$ cat config.mk
export PLATFORM = sky130hd
export DESIGN_NAME = instr_decode_pipe
export DESIGN_NICKNAME = d
export VERILOG_FILES = /design/src/rtl/mips_lite_pkg.sv /design/src/rtl/reg_scoreboard.sv /design/src/rtl/instr_decode_pipe.sv
export SDC_FILE = /design/constraint.sdc
export NUM_CORES = 1
export LEC_CHECK = 0
export CAP_MARGIN = 40
export CORE_MARGIN = 3
export CORE_UTILIZATION = 45
export CTS_CLUSTER_SIZE = 12
export DETAILED_ROUTE_END_ITERATION = 6
export HOLD_SLACK_MARGIN = 0.06
export MAX_ROUTING_LAYER = met4
export PLACE_DENSITY = 0.73
export SYNTH_ARGS = -nofsm -noshare
export SYNTH_HDL_FRONTEND = slang
export SYNTH_SLANG_ARGS = --single-unit
$ cat constraint.sdc
create_clock -name clk -period 4.5 [get_ports clk]
set_input_delay 1.35 -clock clk [delete_from_list [all_inputs] [get_ports clk]]
set_output_delay 1.35 -clock clk [all_outputs]
set_load 0.02 [all_outputs]
$ cat src/rtl/mips_lite_pkg.sv
// Shared definitions for the mips-lite pipeline: opcode constants, ALU operation
// encoding and instruction field offset helpers.
package mips_lite_pkg;

   localparam logic [3:0] OP_MEM     = 4'b1110;  // LOAD/STORE, selected by the bit below the opcode
   localparam logic [3:0] OP_ILLEGAL = 4'b1111;

   typedef enum logic [2:0] {
      ALU_ADD = 3'd0,
      ALU_SUB = 3'd1,
      ALU_AND = 3'd2,
      ALU_OR  = 3'd3,
      ALU_XOR = 3'd4,
      ALU_SLT = 3'd5,
      ALU_SLL = 3'd6,
      ALU_SRL = 3'd7
   } alu_op_e;

   function automatic int op_msb(input int instr_w);
      return instr_w - 1;
   endfunction

   function automatic int mem_load_bit(input int instr_w);
      return instr_w - 5;
   endfunction

   function automatic int rd_lsb(input int ra_w);
      return 2 * ra_w;
   endfunction

   function automatic int mid_lsb(input int ra_w);
      return ra_w;
   endfunction

endpackage

$ cat src/rtl/reg_scoreboard.sv
// Pending-write scoreboard: one bit per architectural register, set on issue,
// cleared by writeback or by flushing the issuing entry.
module reg_scoreboard
   import mips_lite_pkg::*;
#(
   parameter int RA_W = 3
) (
   input  logic            clk,
   input  logic            rst_n,
   input  logic            set_en,
   input  logic [RA_W-1:0] set_idx,
   input  logic            clr_en,
   input  logic [RA_W-1:0] clr_idx,
   input  logic            fclr_en,
   input  logic [RA_W-1:0] fclr_idx,
   input  logic [RA_W-1:0] q_rs_idx,
   input  logic [RA_W-1:0] q_rt_idx,
   input  logic [RA_W-1:0] q_rd_idx,
   output logic            q_rs,
   output logic            q_rt,
   output logic            q_rd
);

   logic [2**RA_W-1:0] pending;
   logic [2**RA_W-1:0] pending_nxt;

   // NOTE: default first so every path assigns pending_nxt; no latch is inferred.
   always_comb begin
      pending_nxt = pending;
      if (clr_en)  pending_nxt[clr_idx]  = 1'b0;
      if (fclr_en) pending_nxt[fclr_idx] = 1'b0;
      // Applied last: a set beats a clear of the same register on the same edge.
      if (set_en)  pending_nxt[set_idx]  = 1'b1;
   end

   // NOTE: state uses non-blocking assignment; blocking here would race other flops.
   always_ff @(posedge clk or negedge rst_n) begin
      if (!rst_n) pending <= '0;
      else        pending <= pending_nxt;
   end

   assign q_rs = pending[q_rs_idx];
   assign q_rt = pending[q_rt_idx];
   assign q_rd = pending[q_rd_idx];

endmodule

$ cat src/rtl/instr_decode_pipe.sv
// Single-stage instruction decoder with valid/ready handshakes and a register
// scoreboard that stalls issue on read-after-write and write-after-write hazards.
module instr_decode_pipe
   import mips_lite_pkg::*;
#(
   parameter int INSTR_W = 16,
   parameter int RA_W    = 3,
   parameter int ADDR_W  = 6
) (
   input  logic               clk,
   input  logic               rst_n,
   input  logic               in_valid,
   output logic               in_ready,
   input  logic [INSTR_W-1:0] instr,
   output logic               out_valid,
   input  logic               out_ready,
   output logic [2:0]         alu_op,
   output logic               alu_src,
   output logic               reg_write,
   output logic               mem_write,
   output logic               reg_src,
   output logic [RA_W-1:0]    rs,
   output logic [RA_W-1:0]    rt,
   output logic [RA_W-1:0]    rd,
   output logic [RA_W-1:0]    imm,
   output logic [ADDR_W-1:0]  addr,
   output logic               illegal,
   input  logic               wb_valid,
   input  logic [RA_W-1:0]    wb_rd,
   input  logic               flush
);

   localparam int OP_MSB   = op_msb(INSTR_W);
   localparam int LOAD_BIT = mem_load_bit(INSTR_W);
   localparam int RD_LSB   = rd_lsb(RA_W);
   localparam int MID_LSB  = mid_lsb(RA_W);

   typedef struct packed {
      logic [2:0]        alu_op;
      logic              alu_src;
      logic              reg_write;
      logic              mem_write;
      logic              reg_src;
      logic [RA_W-1:0]   rs;
      logic [RA_W-1:0]   rt;
      logic [RA_W-1:0]   rd;
      logic [RA_W-1:0]   imm;
      logic [ADDR_W-1:0] addr;
      logic              illegal;
   } dec_t;

   dec_t       dec, held;
   logic [3:0] op;
   logic       rs_used, rt_used;
   logic       q_rs, q_rt, q_rd;
   logic       hazard, accept;
   logic       unused_instr;

   assign op           = instr[OP_MSB -: 4];
   assign unused_instr = ^instr[LOAD_BIT-1:3*RA_W];

   always_comb begin
      dec     = '0;
      rs_used = 1'b0;
      rt_used = 1'b0;
      if (op == OP_ILLEGAL) begin
         dec.illegal = 1'b1;
      end else if (op == OP_MEM) begin
         dec.alu_op  = ALU_ADD;
         dec.alu_src = 1'b1;
         dec.addr    = instr[MID_LSB +: ADDR_W];
         if (instr[LOAD_BIT]) begin
            dec.rd        = instr[0 +: RA_W];
            dec.reg_write = 1'b1;
            dec.reg_src   = 1'b1;
         end else begin
            dec.rt        = instr[0 +: RA_W];
            dec.mem_write = 1'b1;
            rt_used       = 1'b1;
         end
      end else begin
         dec.alu_op    = op[3:1];
         dec.reg_write = 1'b1;
         dec.rd        = instr[RD_LSB +: RA_W];
         rs_used       = 1'b1;
         if (op[0]) begin
            dec.alu_src = 1'b1;
            dec.imm     = instr[MID_LSB +: RA_W];
            dec.rs      = instr[0 +: RA_W];
         end else begin
            dec.rs  = instr[MID_LSB +: RA_W];
            dec.rt  = instr[0 +: RA_W];
            rt_used = 1'b1;
         end
      end
   end

   reg_scoreboard #(.RA_W(RA_W)) u_scoreboard (
      .clk      (clk),
      .rst_n    (rst_n),
      .set_en   (accept && dec.reg_write),
      .set_idx  (dec.rd),
      .clr_en   (wb_valid),
      .clr_idx  (wb_rd),
      .fclr_en  (flush && out_valid && held.reg_write),
      .fclr_idx (held.rd),
      .q_rs_idx (dec.rs),
      .q_rt_idx (dec.rt),
      .q_rd_idx (dec.rd),
      .q_rs     (q_rs),
      .q_rt     (q_rt),
      .q_rd     (q_rd)
   );

   // Destination is checked too, so two in-flight writes to one register never coexist.
   assign hazard   = (rs_used && q_rs) || (rt_used && q_rt) || (dec.reg_write && q_rd);
   assign in_ready = rst_n && (!out_valid || out_ready) && !hazard && !flush;
   assign accept   = in_valid && in_ready;

   // NOTE: only the output register and scoreboard need reset; decoded fields are
   // cleared too so downstream sees zeros while in reset.
   always_ff @(posedge clk or negedge rst_n) begin
      if (!rst_n) begin
         out_valid <= 1'b0;
         held      <= '0;
      end else if (accept) begin
         out_valid <= 1'b1;
         held      <= dec;
      end else if (flush || out_ready) begin
         out_valid <= 1'b0;
      end
   end

   assign alu_op    = held.alu_op;
   assign alu_src   = held.alu_src;
   assign reg_write = held.reg_write;
   assign mem_write = held.mem_write;
   assign reg_src   = held.reg_src;
   assign rs        = held.rs;
   assign rt        = held.rt;
   assign rd        = held.rd;
   assign imm       = held.imm;
   assign addr      = held.addr;
   assign illegal   = held.illegal;

endmodule

==> metrics.txt <==
synth top area cells dfrtp_1, mux2i_1, mux2_2; Num CTS Buffers 5; skew final about 0.0057 ns; f_max ~230 MHz; core area 4530 µm²; crit path DAT 3.08 ns; Pins Over Slew Limit 0; Die ar. approximately 5800 µm²; Die Height approximately 76 µm; initial core utilization about half; Distinct cells, synth 50; total power 1140 µW; Clk Latency, worst-skew pair 0.29 ns; first-pass GRT wire length 10.4 mm; maximum vdd ir drop roughly 0.21 mV; Post-Syn Nets approximately 250; status finished clean; antenna violations before repair 0; utilization after layout ~73%; Final Wtd Congestion 0.933; # port buffers 50; leak pwr 0.00143 µW; commonest cells in the netlist dfrtp_1, nand2_1, mux2i_1; type of the most critical hold path flip-flop to flip-flop; cell count after synthesis 221; H-tree depth 2; Routed WL 6.39 mm; dpl cells 367; Synth top area share between 30 and 40%; Tightest Pin Transition 0.552 ns; Antenna Violating Nets Remaining 0; clk buf depth 2; min Tclk post-route ~4.4 ns; dpl ws -0.651 ns; Worst EP required 3.15 ns; most frequent cell after synthesis dfrtp_1; crit path launch type input pin; asr flop ratio synth 100%; via count 2152; Synth Warn # 0; row cnt 24; critical path class input pin to primary output; # clock sinks 35; CTS clk-pin slew, worst paths roughly 0.070 ns; TritonCTS clock tree done; CP Capture Type primary output; Fillers 340; Final Instance Count excl. Fillers about 380; CP Cell Sequence clkdlybuf4s50_1 > nor2b_1 > mux2i_4 > o22ai_1 > a221o_1 > o211a_1 > buf_4; Root Driver clkbuf_8; GRT overflow 0; FF+latch count, synth 35; relative slew slack between 60% and 70%; largest area contributor in the netlist dfrtp_1; overall routing resource usage between 20 and 25%; P&R area growth vs syn 49.6%; worst stage delay on the critical path 0.50 ns; RSZ-0062 raised after global routing false; CTS Hold Bufs 0; setup ws final roughly 0.07 ns; DR vias/cell 5.62; DP HPWL roughly 4.6 mm; Initial DRC Count 130; Worst Path Max Fanout 6; register area share after synthesis 39.6%; syn_area_per_cell ~10 µm²; Die W 76.1 µm; nets 343; number of global-route vias before repair roughly 2100; final number of setup-violating endpoints 0; # DRC 0; diode count 0; mapped cell area 2210 µm²; Ports 53; max-cap violations 0; critical path's slowest cell clkdlybuf4s50_1; WL/cell 16.7 µm; Primary FF master, synth dfrtp_1; pin count of the biggest net entering global routing 36; DRT Pass-1 Iters 5; ratio of cells with drive above 1 in the final layout 30.2%; period utilization 98.4%; Hold Vio Cnt, Final 0; Post-synth EDFFs 0; PwrDens 344 nW/µm²
-- placed cells by master (no fill, tap or decap), types with 3 or more instances in the layout --
cell type        synthesis  layout
buf_4                    0      52
and2_1                   3       3
mux2i_1                 19      16
nand3_1                  8       7
nor3_1                   6       6
mux2_4                   7       8
nor2b_1                  4       4
inv_1                   16      16
o21ai_0                  7       7
clkbuf_8                 0       6
nand2_1                 27      27
dfrtp_1                 35      35
o31ai_1                  6       6
o22ai_1                  3       3
and3_1                   4       3
mux2i_4                  0       3
nand2b_1                 6       6
mux2_2                  10       9
dlygate4sd2_1            0       6
o32ai_1                  3       3
o221ai_1                 3       3
clkdlybuf4s50_1          0      40
nor2_1                   5       5
-- cell type report --
class                           instances  area [µm²]  area share (%)
Multi-Input combinational cell        156        1290            38.9
Timing Repair Buffer                  104         918            27.8
Sequential cell                        35         876            26.5
Clock buffer                            6        82.6            2.50
Tap cell                               65        81.3            2.46
Inverter                               16        60.1            1.81
Clock inverter                          1        5.00           0.151
-- flip-flops by register name, summed over array words and instances, names as in the netlist --
name	cells
addr	6
alu_op	3
alu_src	1
illegal	1
imm	3
mem_write	1
out_valid	1
rd	3
reg_src	1
reg_write	1
rs	3
rt	3
u_scoreboard.pending	8
-- report_power, final --
group          internal, µW  switching (µW)  total, µW
Clock                   120             112        232
Sequential              384            62.5        447
Combinational           246             214        460
Total                   751             388       1140
-- cells by family (layout without fill, tap and decap cells) --
logic type	after synthesis	in the layout	synth area share (%)
AOI/OAI and AO/OA	38	38	13.1
xor gates and xnor gates	1	1	0.396
buffers and inverters	30	127	6.84
DFF	35	35	39.6
muxes	39	39	21.1
and+or+nand+nor	78	78	19.0
-- worst max-delay path: cells and delay by family --
| family | cells | cell delay [ns] |
|---|---|---|
| AO/OA/AOI/OAI | 3 | 0.70 |
| buffers and inverters | 2 | 0.65 |
| AND/OR/NAND/NOR | 1 | 0.20 |
| multiplexers | 1 | 0.17 |
-- worst paths after layout --
| check | cells past startpoint | end | from | slack, ns |
|---|---|---|---|---|
| max | 7 | in_ready | instr[7] | 0.07 |
| max in group asynchronous | 2 | alu_op[1] | rst_n | 2.60 |
| min | 1 | addr[4] | addr[4] | 0.51 |
| max reg2reg | 14 | rs[2] | u_scoreboard.pending[5] | 1.33 |
| min reg2reg | 1 | addr[4] | addr[4] | 0.51 |
| min in group asynchronous | 2 | rd[1] | rst_n | 1.58 |
-- per-layer routing --
| layer | global-route usage, % | part of all wire [%] |
|---|---|---|
| met4 | 8.88 | 1.4 |
| met3 | 5.91 | 7.1 |
| met5 | - | 0 |
| met2 | 36.0 | 48 |
| met1 | 29.3 | 43 |
-- through the flow --
stage,TNS [ns],hold WS (ns),instance area (µm²)
5_1_grt,0,0.532,3310
4_1_cts,0,0.509,3260
2_1_floorplan,0,0.548,2210
3_5_place_dp,-0.651,0.494,3050
6_report,0,0.507,3310
3_3_place_gp,-0.646,0.491,3050
-- what timing repair did --
| item | CTS | global route |
|---|---|---|
| cloned | 0 | 0 |
| setup buffers | 8 | 1 |
| gates resized for setup | 29 | 8 |
| endpoints found under the hold margin | 0 | 0 |
| endpoints found under the setup margin | 1 | 1 |
| pin swaps | 3 | 2 |
(Power assumes the default switching activity.)
